==> config.mk <==
export PLATFORM = sky130hd
export DESIGN_NAME = lru_wb_cache_flat
export DESIGN_NICKNAME = d
export VERILOG_FILES = /design/src/rtl/lru_wb_cache_if.sv /design/src/rtl/lru_wb_cache.sv /design/src/flat_wrapper.sv
export SDC_FILE = /design/constraint.sdc
export NUM_CORES = 1
export LEC_CHECK = 0
export BUFFER_PORTS_ARGS = -buffer_cell sky130_fd_sc_hd__buf_4
export CAP_MARGIN = 25
export CORE_ASPECT_RATIO = 0.7
export CORE_MARGIN = 1
export CORE_UTILIZATION = 30
export CTS_CLUSTER_DIAMETER = 50
export DETAILED_ROUTE_END_ITERATION = 12
export GPL_ROUTABILITY_DRIVEN = 0
export PLACE_DENSITY = 0.43
export SYNTH_ARGS = -nofsm -noshare
export SYNTH_HDL_FRONTEND = slang
export SYNTH_SLANG_ARGS = --single-unit
==> constraint.sdc <==
create_clock -name clk -period 2.82 [get_ports clk]
set_clock_uncertainty 0.1 [all_clocks]
set_input_delay 0.141 -clock clk [delete_from_list [all_inputs] [get_ports clk]]
set_output_delay 0.141 -clock clk [all_outputs]
set_load 0.01 [all_outputs]
==> src/rtl/lru_wb_cache_if.sv <==
// -----------------------------------------------------------------------------
// lru_wb_cache_if
// Bus bundle for lru_wb_cache: requester side (req_*/resp_*) and backing
// memory side (mem_*).
//   slave  : cache view. Requests and memory responses in; responses and
//            memory requests out.
//   master : environment view (requester plus memory), mirror of slave.
// Parameters: ADDR_WIDTH (word address width), DATA_WIDTH (word width).
// -----------------------------------------------------------------------------
interface lru_wb_cache_if #(
   parameter int unsigned ADDR_WIDTH = 8,
   parameter int unsigned DATA_WIDTH = 8
);
   logic                  req_valid;
   logic                  req_ready;
   logic                  req_we;
   logic [ADDR_WIDTH-1:0] req_addr;
   logic [DATA_WIDTH-1:0] req_wdata;
   logic                  resp_valid;
   logic [DATA_WIDTH-1:0] resp_rdata;
   logic                  resp_hit;
   logic                  mem_req;
   logic                  mem_we;
   logic [ADDR_WIDTH-1:0] mem_addr;
   logic [DATA_WIDTH-1:0] mem_wdata;
   logic                  mem_ack;
   logic [DATA_WIDTH-1:0] mem_rdata;

   modport slave (
      input  req_valid, req_we, req_addr, req_wdata, mem_ack, mem_rdata,
      output req_ready, resp_valid, resp_rdata, resp_hit,
             mem_req, mem_we, mem_addr, mem_wdata
   );

   modport master (
      output req_valid, req_we, req_addr, req_wdata, mem_ack, mem_rdata,
      input  req_ready, resp_valid, resp_rdata, resp_hit,
             mem_req, mem_we, mem_addr, mem_wdata
   );
endinterface

==> src/rtl/lru_wb_cache.sv <==
// -----------------------------------------------------------------------------
// lru_wb_cache
// Fully associative true-LRU word cache with miss handling. On a miss the LRU
// entry is evicted (written back first if dirty) and the word is filled from
// backing memory over a mem_req/mem_ack handshake, then the request completes
// with a one-cycle resp_valid pulse.
//
// Ports:
//   clk  - clock, rising edge
//   rst  - asynchronous reset, active low
//   bus  - lru_wb_cache_if.slave: req_valid/req_ready/req_we/req_addr/req_wdata,
//          resp_valid/resp_rdata/resp_hit, mem_req/mem_we/mem_addr/mem_wdata,
//          mem_ack/mem_rdata
//
// Build option CACHE_WRITE_BACK_EN: write-back with write-allocate. When not
// defined the cache is write-through, no-write-allocate.
//
// Entries are stored in recency order: position 0 = MRU, CELL_CNT-1 = LRU.
// -----------------------------------------------------------------------------
module lru_wb_cache #(
   parameter int unsigned ADDR_WIDTH = 8,
   parameter int unsigned DATA_WIDTH = 8,
   parameter int unsigned CELL_CNT   = 4
) (
   input  logic          clk,
   input  logic          rst,
   lru_wb_cache_if.slave bus
);
   localparam int unsigned      IDX_W = $clog2(CELL_CNT);
   localparam logic [IDX_W-1:0] LRU   = IDX_W'(CELL_CNT - 1);
`ifdef CACHE_WRITE_BACK_EN
   localparam bit WRITE_BACK = 1'b1;
`else
   localparam bit WRITE_BACK = 1'b0;
`endif

   typedef enum logic [2:0] {IDLE, LOOKUP, EVICT, FILL, MEMWR, RESP} state_t;
   state_t state, next_state;

   logic [CELL_CNT-1:0]                 c_valid;
   logic [CELL_CNT-1:0]                 c_dirty;
   logic [CELL_CNT-1:0][ADDR_WIDTH-1:0] c_addr;
   logic [CELL_CNT-1:0][DATA_WIDTH-1:0] c_data;

   logic                  lat_we;
   logic [ADDR_WIDTH-1:0] lat_addr;
   logic [DATA_WIDTH-1:0] lat_wdata;
   logic                  ready_q;
   logic                  hit_q;
   logic [DATA_WIDTH-1:0] rdata_q;

   logic                  xfer;
   logic                  hit;
   logic [IDX_W-1:0]      hit_idx;
   logic                  lru_dirty;
   logic                  upd_en;
   logic [IDX_W-1:0]      upd_idx;
   logic                  upd_dirty;
   logic [DATA_WIDTH-1:0] upd_data;
   logic                  clr_lru_dirty;
   logic [ADDR_WIDTH-1:0] mem_addr_c;
   logic [DATA_WIDTH-1:0] mem_wdata_c;

   // ready_q is high exactly while the FSM sits in IDLE (after reset release)
   assign xfer      = bus.req_valid && ready_q;
   assign lru_dirty = c_valid[LRU] && c_dirty[LRU];

   always_comb begin
      hit     = 1'b0;
      hit_idx = '0;
      for (int unsigned i = 0; i < CELL_CNT; i++) begin
         if (c_valid[IDX_W'(i)] && (c_addr[IDX_W'(i)] == lat_addr)) begin
            hit     = 1'b1;
            hit_idx = IDX_W'(i);
         end
      end
   end

   // Every order update is "move entry at upd_idx to position 0 with new
   // contents"; an install is the same move applied to the LRU slot.
   always_comb begin
      next_state    = state;
      upd_en        = 1'b0;
      upd_idx       = hit_idx;
      upd_dirty     = 1'b0;
      upd_data      = lat_wdata;
      clr_lru_dirty = 1'b0;
      case (state)
         IDLE: if (xfer) next_state = LOOKUP;
         LOOKUP: begin
            if (hit) begin
               upd_en = 1'b1;
               if (!lat_we) begin
                  upd_data   = c_data[hit_idx];
                  upd_dirty  = c_dirty[hit_idx];
                  next_state = RESP;
               end else begin
                  upd_dirty  = WRITE_BACK;
                  next_state = WRITE_BACK ? RESP : MEMWR;
               end
            end else if (lru_dirty) begin
               next_state = EVICT;
            end else if (!lat_we) begin
               next_state = FILL;
            end else if (WRITE_BACK) begin
               upd_en     = 1'b1;
               upd_idx    = LRU;
               upd_dirty  = 1'b1;
               next_state = RESP;
            end else begin
               next_state = MEMWR;
            end
         end
         EVICT: begin
            if (bus.mem_ack) begin
               if (lat_we) begin
                  upd_en     = 1'b1;
                  upd_idx    = LRU;
                  upd_dirty  = WRITE_BACK;
                  next_state = RESP;
               end else begin
                  // Read miss: mark the victim clean and revisit LOOKUP, which
                  // then picks FILL. The LOOKUP cycle is the mem_req gap
                  // between write-back and fill.
                  clr_lru_dirty = 1'b1;
                  next_state    = LOOKUP;
               end
            end
         end
         FILL: begin
            if (bus.mem_ack) begin
               upd_en     = 1'b1;
               upd_idx    = LRU;
               upd_data   = bus.mem_rdata;
               next_state = RESP;
            end
         end
         MEMWR: if (bus.mem_ack) next_state = RESP;
         RESP: next_state = IDLE;
         default: next_state = IDLE;
      endcase
   end

   always_ff @(posedge clk or negedge rst) begin
      if (!rst) state <= IDLE;
      else      state <= next_state;
   end

   always_ff @(posedge clk or negedge rst) begin
      if (!rst) begin
         c_valid   <= '0;
         c_dirty   <= '0;
         c_addr    <= '0;
         c_data    <= '0;
         lat_we    <= 1'b0;
         lat_addr  <= '0;
         lat_wdata <= '0;
         ready_q   <= 1'b0;
         hit_q     <= 1'b0;
         rdata_q   <= '0;
      end else begin
         ready_q <= (next_state == IDLE);
         if (xfer) begin
            lat_we    <= bus.req_we;
            lat_addr  <= bus.req_addr;
            lat_wdata <= bus.req_wdata;
            hit_q     <= 1'b0;
            rdata_q   <= '0;
         end
         if (state == LOOKUP) begin
            hit_q <= hit;
            if (hit && !lat_we) rdata_q <= c_data[hit_idx];
         end
         if ((state == FILL) && bus.mem_ack) rdata_q <= bus.mem_rdata;
         if (upd_en) begin
            for (int unsigned i = 1; i < CELL_CNT; i++) begin
               if (i <= 32'(upd_idx)) begin
                  c_valid[IDX_W'(i)] <= c_valid[IDX_W'(i - 1)];
                  c_dirty[IDX_W'(i)] <= c_dirty[IDX_W'(i - 1)];
                  c_addr[IDX_W'(i)]  <= c_addr[IDX_W'(i - 1)];
                  c_data[IDX_W'(i)]  <= c_data[IDX_W'(i - 1)];
               end
            end
            c_valid[0] <= 1'b1;
            c_dirty[0] <= upd_dirty;
            c_addr[0]  <= lat_addr;
            c_data[0]  <= upd_data;
         end
         if (clr_lru_dirty) c_dirty[LRU] <= 1'b0;
      end
   end

   always_comb begin
      mem_addr_c  = '0;
      mem_wdata_c = '0;
      case (state)
         EVICT: begin
            mem_addr_c  = c_addr[LRU];
            mem_wdata_c = c_data[LRU];
         end
         FILL:  mem_addr_c = lat_addr;
         MEMWR: begin
            mem_addr_c  = lat_addr;
            mem_wdata_c = lat_wdata;
         end
         default: ;
      endcase
   end

   assign bus.req_ready  = ready_q;
   assign bus.resp_valid = (state == RESP);
   assign bus.resp_rdata = rdata_q;
   assign bus.resp_hit   = hit_q;
   assign bus.mem_req    = (state == EVICT) || (state == FILL) || (state == MEMWR);
   assign bus.mem_we     = (state == EVICT) || (state == MEMWR);
   assign bus.mem_addr   = mem_addr_c;
   assign bus.mem_wdata  = mem_wdata_c;
endmodule

==> src/flat_wrapper.sv <==
// flat-port wrapper written by rule: the top's interface ports become plain ports
module lru_wb_cache_flat 
#(
   parameter int unsigned ADDR_WIDTH = 8,
   parameter int unsigned DATA_WIDTH = 8,
   parameter int unsigned CELL_CNT   = 4
)
  (clk, rst, bus_req_valid, bus_req_we, bus_req_addr, bus_req_wdata, bus_mem_ack, bus_mem_rdata, bus_req_ready, bus_resp_valid, bus_resp_rdata, bus_resp_hit, bus_mem_req, bus_mem_we, bus_mem_addr, bus_mem_wdata);
  lru_wb_cache_if #(.ADDR_WIDTH(ADDR_WIDTH), .DATA_WIDTH(DATA_WIDTH)) bus_i ();
  input  logic clk;
  input  logic rst;
  input wire logic [$bits(bus_i.req_valid)-1:0] bus_req_valid;
  input wire logic [$bits(bus_i.req_we)-1:0] bus_req_we;
  input wire logic [$bits(bus_i.req_addr)-1:0] bus_req_addr;
  input wire logic [$bits(bus_i.req_wdata)-1:0] bus_req_wdata;
  input wire logic [$bits(bus_i.mem_ack)-1:0] bus_mem_ack;
  input wire logic [$bits(bus_i.mem_rdata)-1:0] bus_mem_rdata;
  output wire logic [$bits(bus_i.req_ready)-1:0] bus_req_ready;
  output wire logic [$bits(bus_i.resp_valid)-1:0] bus_resp_valid;
  output wire logic [$bits(bus_i.resp_rdata)-1:0] bus_resp_rdata;
  output wire logic [$bits(bus_i.resp_hit)-1:0] bus_resp_hit;
  output wire logic [$bits(bus_i.mem_req)-1:0] bus_mem_req;
  output wire logic [$bits(bus_i.mem_we)-1:0] bus_mem_we;
  output wire logic [$bits(bus_i.mem_addr)-1:0] bus_mem_addr;
  output wire logic [$bits(bus_i.mem_wdata)-1:0] bus_mem_wdata;
  assign bus_i.req_valid = bus_req_valid;
  assign bus_i.req_we = bus_req_we;
  assign bus_i.req_addr = bus_req_addr;
  assign bus_i.req_wdata = bus_req_wdata;
  assign bus_i.mem_ack = bus_mem_ack;
  assign bus_i.mem_rdata = bus_mem_rdata;
  assign bus_req_ready = bus_i.req_ready;
  assign bus_resp_valid = bus_i.resp_valid;
  assign bus_resp_rdata = bus_i.resp_rdata;
  assign bus_resp_hit = bus_i.resp_hit;
  assign bus_mem_req = bus_i.mem_req;
  assign bus_mem_we = bus_i.mem_we;
  assign bus_mem_addr = bus_i.mem_addr;
  assign bus_mem_wdata = bus_i.mem_wdata;
  lru_wb_cache #(.ADDR_WIDTH(ADDR_WIDTH), .DATA_WIDTH(DATA_WIDTH), .CELL_CNT(CELL_CNT)) u_core (.clk(clk), .rst(rst), .bus(bus_i));
endmodule
==> impl_metrics.yaml, run 1 <==
worst_hold_path:
  holdCritPathClass: "in -> reg"
yosys:
  synthSimpleGateAreaFrac_pct: 13.6
  synthMostInstantiatedCell: "dfrtp_1"
  yosys_warnings: 0
  async_flop_share_pct: 100
  synth_nets: 536
  synth_xor_area_share_pct: 5.61
  synthDistinctLibCells: 54
  netlist_area_um2: 5530
  synthCells: 507
  synth_compound_area_share_pct: 14.4
  seq_area_frac_synth_pct: 46.1
  synthTopCellsByCount: "dfrtp_1 (102), nand2_1 (70), mux2_2 (57)"
  yosysTopAreaCellShare_pct: 46.1
  synth_area_leaders: "dfrtp_1 (46%), mux2_2 (12%), nand2_1 (4.7%)"
  synth_fa_ha_area_share_pct: 0
  syn_area_per_cell_um2: 10.9
  synth_edf_count: 0
  yosys.area.top_type: "dfrtp_1"
  synthMuxAreaShare_pct: 15.9
  synth_ff_type: "dfrtp_1"
  synth-seq-cells: 102
  synth_top_family_by_area: "multiplexers"
critical_path:
  crit_type: "reg -> reg"
  worstPathRequired_ns: 2.98
  crit_path_max_fanout: 10
  start_kind: "flip-flop"
  crit_arrival_ns: 2.89
  crit_path_end_kind: "flip-flop"
sta:
  fin_hold_ws_ns: 0.0319
  timing.fmax_mhz: 367
  max_slew_margin_pct: 56.6
  finalCriticalPeriod_ns: 2.73
  finalMaxSlewViolations: 0
  rsz0062_at_grt: "no"
  hold_viol_final: 0
  setup_violations: 0
  worst_pin_slew_ns: 0.648
  fin_setup_tns_ns: 0
  finalCritPeriodShare_pct: 96.7
global_routing:
  overflow: 0
  antenna_found_initial: 0
  grt_pass1_wl_mm: 25.8
  grt_start_max_net_pins: 59
  first_global_vias: 4235
  track_usage_pct: 18.5
power_and_ir_drop:
  powerDensity_nw_per_um2: 895
  max-vdd-ir-drop_v: 0.000450
  cellLeakagePower_nw: 3.10
  power.total_mw: 6.32
routing:
  drt-total-wl_mm: 16.7
  drt_iter0_markers: 325
  vias: 4336
  drc: 0
  wl_per_cell_um: 19.7
  firstDrtPassIters: 4
  ant_nets: 0
  vias_per_cell: 5.13
cts:
  cts_inserted_buffers: 9
  cts_sinks: 102
  cts_tree: "yes"
  clk_pin_slew_ns: 0.07
  cts_buffer_depth: 2
  post_cts_buffers: 0
  worstSkewPairLatency_ns: 0.36
  h-tree-depth: 3
  cts_root_buf: "clkbuf_16"
cells_and_area:
  layout-drive-gt1-share_pct: 35.6
  instances_no_fill: 846
  fin_nets: 634
  fin_util_pct: 39.1
  num_antenna_cells: 0
  areaGrowthSynthToFinish_pct: 27.6
  fillers: 1775
placement:
  dpl.hpwl_mm: 12.0
  dp.cells: 804
  io_buffer_count: 57
die:
  die_w_um: 164
  dieArea_um2: 19000
  rows: 41
  io_pins: 58
  initial_core_util_pct: 30.6
  coreArea_um2: 18100
  chipHeight_um: 116
run_status:
  status: "finished clean"
run:
  maxCapViolCount: 0
-- report_power, final --
part / switching (mW) / internal [mW]
logic: 1.32 / 1.23
clock network: 0.562 / 0.764
registers: 0.564 / 1.88
total: 2.44 / 3.88
-- cells by family after synthesis --
family / after synthesis
and+or+nand+nor: 151
AOI/OAI and AO/OA: 108
DFF: 102
muxes: 76
buffers and inverters: 38
xor gates and xnor gates: 32
-- cell type report --
cell class	count	area [um2]	area share, %
clock buffer	14	274	3.88
clock inverter	2	38.8	0.549
inverter	5	18.8	0.266
multi-input combinational	367	2840	40.2
sequential	102	2560	36.3
tap	236	295	4.18
timing repair buffer	120	1030	14.6
-- per-layer routing --
layer	wire, um	track usage [%]
met2	6480	24.2
met5	0	0
met1	9180	30.5
met4	172	4.20
met3	861	3.33
-- through the flow --
step	setup WS (ns)	instance area [um2]
global route	0.00552	7060
detailed placement	-0.0357	6380
global placement	-0.0150	6380
finish	0.0937	7060
floorplan	0.217	5530
CTS	-0.0250	6950
-- sequential cells by signal, indices dropped and copies added, names as in the netlist --
register and cells:
u_core.c_data 32, u_core.c_valid 4, u_core.lat_we 1, u_core.bus.req_ready 1, u_core.c_addr 32, u_core.bus.resp_hit 1, u_core.bus.resp_rdata 8, u_core.c_dirty 4
u_core.state 3, u_core.lat_wdata 8, u_core.lat_addr 8
-- critical path, stage by stage (launching register included) --
cell and delay [ns]:
dfrtp_2 0.50, xnor2_2 0.30, nand4_4 0.17, or3_4 0.42, a311o_1 0.34, a211o_1 0.32, and3_1 0.21, a221oi_2 0.26
-- worst paths after layout --
path                            slack [ns]  depth (start not counted)                              to                            from
worst max-delay path                  0.09                          7    u_core.c_data[4]$_DFFE_PN0P_  u_core.lat_addr[4]$_DFFE_PN0P_
min in group asynchronous             0.23                          2   u_core.c_data[21]$_DFFE_PN0P_                             rst
worst min-delay path                  0.03                          3       u_core.state[0]$_DFF_PN0_                     bus_mem_ack
worst max register to register        0.09                          7    u_core.c_data[4]$_DFFE_PN0P_  u_core.lat_addr[4]$_DFFE_PN0P_
worst min register to register        0.41                          2   u_core.c_dirty[0]$_DFFE_PN0P_   u_core.c_dirty[0]$_DFFE_PN0P_
max in group asynchronous             1.61                          3  u_core.lat_addr[2]$_DFFE_PN0P_                             rst
-- timing repair --
action	in CTS	in global routing
hold buffers	26	0
endpoints found under the hold margin	69	0
gates resized for setup	1	22
setup endpoints to repair	11	44
gates cloned	0	0
-- cells in the final DEF (no fill, tap or decap), types with 6 or more instances in the layout --
master	n
a21oi_1	11
a22oi_1	13
a311oi_1	6
buf_4	88
clkbuf_16	9
dfrtp_1	96
dfrtp_2	6
dlygate4sd3_1	26
mux2_2	57
mux2_4	10
mux2i_1	9
nand2_1	69
nand3_1	9
nand4_1	7
nor2_1	29
nor4_1	6
o21ai_0	25
o31ai_1	8
xnor2_1	21
xnor2_2	11
Note: power is estimated with default switching activity, not from simulation.
==> run 2, diff against run 1 <==
--- a/config.mk
+++ b/config.mk
@@ -9,11 +9,11 @@
 export CAP_MARGIN = 25
 export CORE_ASPECT_RATIO = 0.7
 export CORE_MARGIN = 1
-export CORE_UTILIZATION = 30
+export CORE_UTILIZATION = 32
 export CTS_CLUSTER_DIAMETER = 50
 export DETAILED_ROUTE_END_ITERATION = 12
 export GPL_ROUTABILITY_DRIVEN = 0
-export PLACE_DENSITY = 0.43
+export PLACE_DENSITY = 0.46
 export SYNTH_ARGS = -nofsm -noshare
 export SYNTH_HDL_FRONTEND = slang
 export SYNTH_SLANG_ARGS = --single-unit
==> impl_metrics.yaml, run 2 (synthesis gave the netlist of run 1 again) <==
run_status:
  status: "finished clean"
cts:
  post_cts_buffers: 0
  cts_buffer_depth: 2
  worstSkewPairLatency_ns: 0.36
  h-tree-depth: 3
  cts_root_buf: "clkbuf_16"
  cts_tree: "yes"
  cts_sinks: 102
  clk_pin_slew_ns: 0.07
  cts_inserted_buffers: 9
critical_path:
  worstPathRequired_ns: 2.98
  crit_path_max_fanout: 10
  regToRegSetupSlack_ns: 0.14
  crit_type: "reg -> reg"
  path_depth: 7
  reg2regPathDepth: 7
  r2r-end: "u_core.c_data[3]$_DFFE_PN0P_"
  crit_path_top_delay_cell: "dfrtp_2"
  cp.buffers_inverters: 0
  crit_family: "compound AO/OA/AOI/OAI gates"
  crit_path_end_kind: "flip-flop"
  path_cells: "xnor2_2 -> nand4_4 -> or3_4 -> a311o_1 -> a211o_1 -> and3_1 -> a221oi_2"
  slowest_delay_ns: 0.49
  rr_startpoint: "u_core.lat_addr[3]$_DFFE_PN0P_"
  crit_arrival_ns: 2.85
  start_kind: "flip-flop"
global_routing:
  overflow: 0
  first_global_vias: 4430
  grt_pass1_wl_mm: 26.4
  track_usage_pct: 19.6
  grt_start_max_net_pins: 60
  antenna_found_initial: 0
die:
  rows: 39
  chipHeight_um: 112
  io_pins: 58
  dieArea_um2: 17800
  coreArea_um2: 16600
  die_w_um: 159
  initial_core_util_pct: 33.4
routing:
  wl_per_cell_um: 19.8
  wl_met3_um: 966
  drt_iter0_markers: 306
  vias_per_cell: 5.17
  vias: 4325
  drt-total-wl_mm: 16.5
  dr.max_layer_used: "met4"
  firstDrtPassIters: 4
  met2WireLength_mm: 6.30
  ant_nets: 0
  drc: 0
  drt-met1-wl_mm: 9.12
cells_and_area:
  layout-drive-gt1-share_pct: 34.7
  fillers: 1611
  areaGrowthSynthToFinish_pct: 27.0
  instances_no_fill: 836
  fin_nets: 635
  final_cell_mix: "dfrtp_1 (98), buf_4 (91), nand2_1 (70)"
  biggestRegsByFlops: "u_core.c_addr: 32 flops, u_core.c_data: 32 flops"
  num_antenna_cells: 0
  final_common_cell: "dfrtp_1"
sta:
  finalCritPeriodShare_pct: 95.2
  worst_pin_slew_ns: 1.03
  fin_hold_ws_ns: 0.0398
  max_slew_margin_pct: 30.8
  setup_violations: 0
  finalCriticalPeriod_ns: 2.68
  worst_slack_ns: 0.136
  finalMaxSlewViolations: 0
  timing.fmax_mhz: 373
  hold_viol_final: 0
  rsz0062_at_grt: "no"
power_and_ir_drop:
  cellLeakagePower_nw: 3.08
  max-vdd-ir-drop_v: 0.000341
  powerDensity_nw_per_um2: 917
placement:
  io_buffer_count: 57
  dpl.hpwl_mm: 12.2
  dp.cells: 794
  dpl_worst_slack_ns: -0.0919
worst_hold_path:
  hold_start: "bus_mem_ack"
  holdCritPathClass: "in -> reg"
  whs_path_depth: 3
  hold_end: "u_core.state[0]$_DFF_PN0_"
run:
  maxCapViolCount: 0
-- run 2: cell type report --
cell class                      count  area [um2]  area share (%)
Tap cell                          225         282            4.00
Inverter                            5        18.8           0.267
Sequential cell                   102        2560            36.4
Clock inverter                      5         105            1.49
Timing Repair Buffer              121        1010            14.4
Clock buffer                       11         253            3.59
Multi-Input combinational cell    367        2800            39.8
-- run 2: repair_timing --
item | in CTS | in global routing
endpoints found under the setup margin | 5 | 14
hold buffers | 26 | 0
gates resized for setup | 3 | 11
hold endpoints to repair | 68 | 0
-- run 2: worst max path at each step --
stage / from / endpoint
final: u_core.lat_addr[3]$_DFFE_PN0P_ / u_core.c_data[3]$_DFFE_PN0P_
after CTS: u_core.lat_addr[4]$_DFFE_PN0P_ / u_core.c_data[4]$_DFFE_PN0P_
after global placement: u_core.lat_addr[3]$_DFFE_PN0P_ / u_core.c_data[3]$_DFFE_PN0P_
after floorplan: u_core.lat_addr[1]$_DFFE_PN0P_ / u_core.c_addr[15]$_DFFE_PN0P_
after detailed placement: u_core.lat_addr[3]$_DFFE_PN0P_ / u_core.c_data[3]$_DFFE_PN0P_
after global routing: u_core.lat_addr[4]$_DFFE_PN0P_ / u_core.c_data[4]$_DFFE_PN0P_
-- run 2: worst min-delay path, stage by stage --
cell and delay, ns:
buf_4 0.14, a21oi_1 0.08, nand2_1 0.09
-- run 2: metal layers --
metal	up-vias	track usage (%)
li1	2038	-
met1	2165	30.9
met2	110	25.7
met3	12	5.65
met4	0	4.68
met5	-	0
-- run 2: per-stage QoR --
step	TNS [ns]	cell area [um2]	power, mW	util (%)
finish	0	7030	6.44	42.4
global route	0	7030	6.84	42.4
CTS	0	6980	6.42	42.1
detailed placement	-0.238	6340	4.86	38.2
global placement	-0.186	6340	4.83	38.2
floorplan	0	5530	3.95	-
-- run 2: where the power goes --
group,internal (mW),switching (mW)
logic,1.20,1.32
registers,1.88,0.546
clock network,0.917,0.586
==> run 3, diff against run 2 <==
--- a/config.mk
+++ b/config.mk
@@ -5,6 +5,7 @@
 export SDC_FILE = /design/constraint.sdc
 export NUM_CORES = 1
 export LEC_CHECK = 0
+export ABC_AREA = 1
 export BUFFER_PORTS_ARGS = -buffer_cell sky130_fd_sc_hd__buf_4
 export CAP_MARGIN = 25
 export CORE_ASPECT_RATIO = 0.7
==> impl_metrics.yaml, run 3 <==
critical_path:
  r2r-end: "u_core.c_data[13]$_DFFE_PN0P_"
  reg2regPathDepth: 12
  slowest_delay_ns: 0.48
  startpoint: "u_core.lat_addr[5]$_DFFE_PN0P_"
  start_kind: "flip-flop"
  crit_arrival_ns: 2.80
  regToRegSetupSlack_ns: 0.19
  path_depth: 12
  path_cells: "inv_2 -> nand2_1 -> nand2_1 -> nor2_1 -> nand3_1 -> nor2_4 -> inv_1 -> nand2_4 -> o31ai_4 -> buf_12 -> nor2_1 -> a21oi_1"
  endpoint: "u_core.c_data[13]$_DFFE_PN0P_"
  crit_path_end_kind: "flip-flop"
  cp.buffers_inverters: 3
  rr_startpoint: "u_core.lat_addr[5]$_DFFE_PN0P_"
  crit_path_max_fanout: 30
  crit_family: "buffers and inverters"
  crit_type: "reg -> reg"
  crit_path_top_delay_cell: "dfrtp_1"
  worstPathRequired_ns: 2.99
yosys:
  async_flop_share_pct: 100
  synthCells: 766
  synth_area_leaders: "dfrtp_1 (47%), nand2_1 (20%), inv_1 (5.5%)"
  synth_nets: 795
  netlist_area_um2: 5490
  synthDistinctLibCells: 29
  synth_edf_count: 0
  synth-seq-cells: 102
  yosys.area.top_type: "dfrtp_1"
  syn_area_per_cell_um2: 7.16
  yosysTopAreaCellShare_pct: 46.5
  synth_ff_type: "dfrtp_1"
  synthMostInstantiatedCell: "nand2_1"
  seq_area_frac_synth_pct: 46.5
  synthTopCellsByCount: "nand2_1 (287), dfrtp_1 (102), inv_1 (80)"
  yosys_warnings: 0
die:
  io_pins: 58
  dieArea_um2: 17700
  chipHeight_um: 112
  coreArea_um2: 16500
  initial_core_util_pct: 33.2
  rows: 39
  die_w_um: 158
sta:
  setup_violations: 0
  worst_pin_slew_ns: 0.677
  hold_viol_final: 0
  finalCriticalPeriod_ns: 2.63
  finalCritPeriodShare_pct: 93.2
  timing.fmax_mhz: 381
  finalMaxSlewViolations: 0
  max_slew_margin_pct: 54.6
  rsz0062_at_grt: "no"
  fin_setup_tns_ns: 0
cts:
  cts_sinks: 102
  worstSkewPairLatency_ns: 0.36
  h-tree-depth: 3
  clk_pin_slew_ns: 0.07
  post_cts_buffers: 0
  cts_inserted_buffers: 9
  cts_root_buf: "clkbuf_16"
  cts_tree: "yes"
  cts_buffer_depth: 2
worst_hold_path:
  holdCritPathClass: "in -> reg"
routing:
  drt-total-wl_mm: 17.1
  vias: 5068
  firstDrtPassIters: 5
  wl_per_cell_um: 15.8
  ant_nets: 0
  drt_iter0_markers: 428
  vias_per_cell: 4.69
  drc: 0
global_routing:
  grtUsageMet2_pct: 24.5
  grt_pass1_wl_mm: 26.8
  antenna_found_initial: 0
  first_global_vias: 4684
  overflow: 0
  met3_usage_pct: 4.48
  track_usage_pct: 20.3
  grt.busiest_layer: "met1"
  grt_start_max_net_pins: 63
  grt_use_met1_pct: 34.4
placement:
  io_buffer_count: 57
  dpl.hpwl_mm: 12.8
  dpl_cell_area_um2: 6200
cells_and_area:
  final_common_cell: "nand2_1"
  areaGrowthSynthToFinish_pct: 23.6
  fin_nets: 879
  biggestRegsByFlops: "u_core.c_addr: 32 flops, u_core.c_data: 32 flops"
  design_area_um2: 6780
  final_cell_mix: "nand2_1 (287), dfrtp_1 (102), inv_1 (80)"
  layout-drive-gt1-share_pct: 14.0
  fillers: 1706
  num_antenna_cells: 0
run_status:
  status: "finished clean"
run:
  maxCapViolCount: 0
power_and_ir_drop:
  max-vdd-ir-drop_v: 0.000367
  cellLeakagePower_nw: 3.57
  powerDensity_nw_per_um2: 1010
## run 3: cell types whose count changed after synthesis, sizes merged, moves of 8 or more
cell    delta
mux2      -67
inv       +83
nand3     +29
nor2      +49
xnor2     -27
clkbuf     -8
mux2i      -9
nand4      -8
nand2    +226
a21oi     +12
o21ai     +59
a22oi     -11
## run 3: repair_timing
action,CTS,global route
hold endpoints to repair,64,0
endpoints found under the setup margin,0,11
hold buffers,25,0
resized for setup,0,1
## run 3: worst min-delay path by stage
stage	from	endpoint	slack, ns	depth (start not counted)
floorplan	rst	u_core.bus.req_ready$_DFF_PN0_	-0.25	0
global placement	rst	u_core.c_addr[0]$_DFFE_PN0P_	0.07	1
detailed placement	rst	u_core.c_addr[0]$_DFFE_PN0P_	0.07	1
CTS	bus_mem_ack	u_core.state[0]$_DFF_PN0_	0.006	3
global route	bus_mem_ack	u_core.state[0]$_DFF_PN0_	0.05	3
finish	bus_mem_ack	u_core.state[0]$_DFF_PN0_	0.02	3
## run 3: final cells by class
class	instances	area, um2	share of cell area [%]
well taps	225	282	4.15
repair buffers	99	843	12.4
clock buffers	11	243	3.58
flip-flops and latches	102	2550	37.7
multi-input cells	549	2440	36.0
inverters	89	334	4.93
clock inverters	5	82.6	1.22
## run 3: kinds of logic (layout without fill, tap and decap cells)
kind of cell | after synthesis | in the layout | synth area share (%)
and+or+nand+nor | 422 | 422 | 31.6
AOI/OAI and AO/OA | 121 | 121 | 11.8
buffers and inverters | 115 | 204 | 9.03
xor gates and xnor gates | 6 | 6 | 0.958
DFF | 102 | 102 | 46.5
## run 3: power breakdown
group          switching, mW  internal (mW)  leakage, nW
combinational           1.78           1.03         2.18
sequential             0.600           2.03         1.22
clock                  0.568          0.805        0.160
total                   2.95           3.87         3.57
## run 3: through the flow
stage / util [%] / hold WS, ns / setup WS [ns] / total power, mW / cells
floorplan: - / -0.255 / 0.743 / 4.27 / 766
global placement: 37.5 / 0.0700 / 0.256 / 5.38 / 1039
detailed placement: 37.5 / 0.0696 / 0.171 / 5.38 / 1039
CTS: 40.9 / 0.00611 / 0.155 / 6.81 / 1080
global route: 41.0 / 0.0457 / 0.0217 / 7.34 / 1080
finish: 41.0 / 0.0186 / 0.193 / 6.82 / 1080
## run 3: layer usage
layer / vias up / part of all wire, %
li1: 2552 / -
met1: 2357 / 57
met2: 147 / 36
met3: 12 / 6.5
met4: 0 / 0.95
met5: - / 0
## run 3: worst register-to-register path: stages, from the launching register on
cell	delay, ns
dfrtp_1	0.48
inv_2	0.20
nand2_1	0.07
nand2_1	0.06
nor2_1	0.04
nand3_1	0.13
nor2_4	0.06
inv_1	0.32
nand2_4	0.18
o31ai_4	0.44
buf_12	0.25
nor2_1	0.08
a21oi_1	0.12
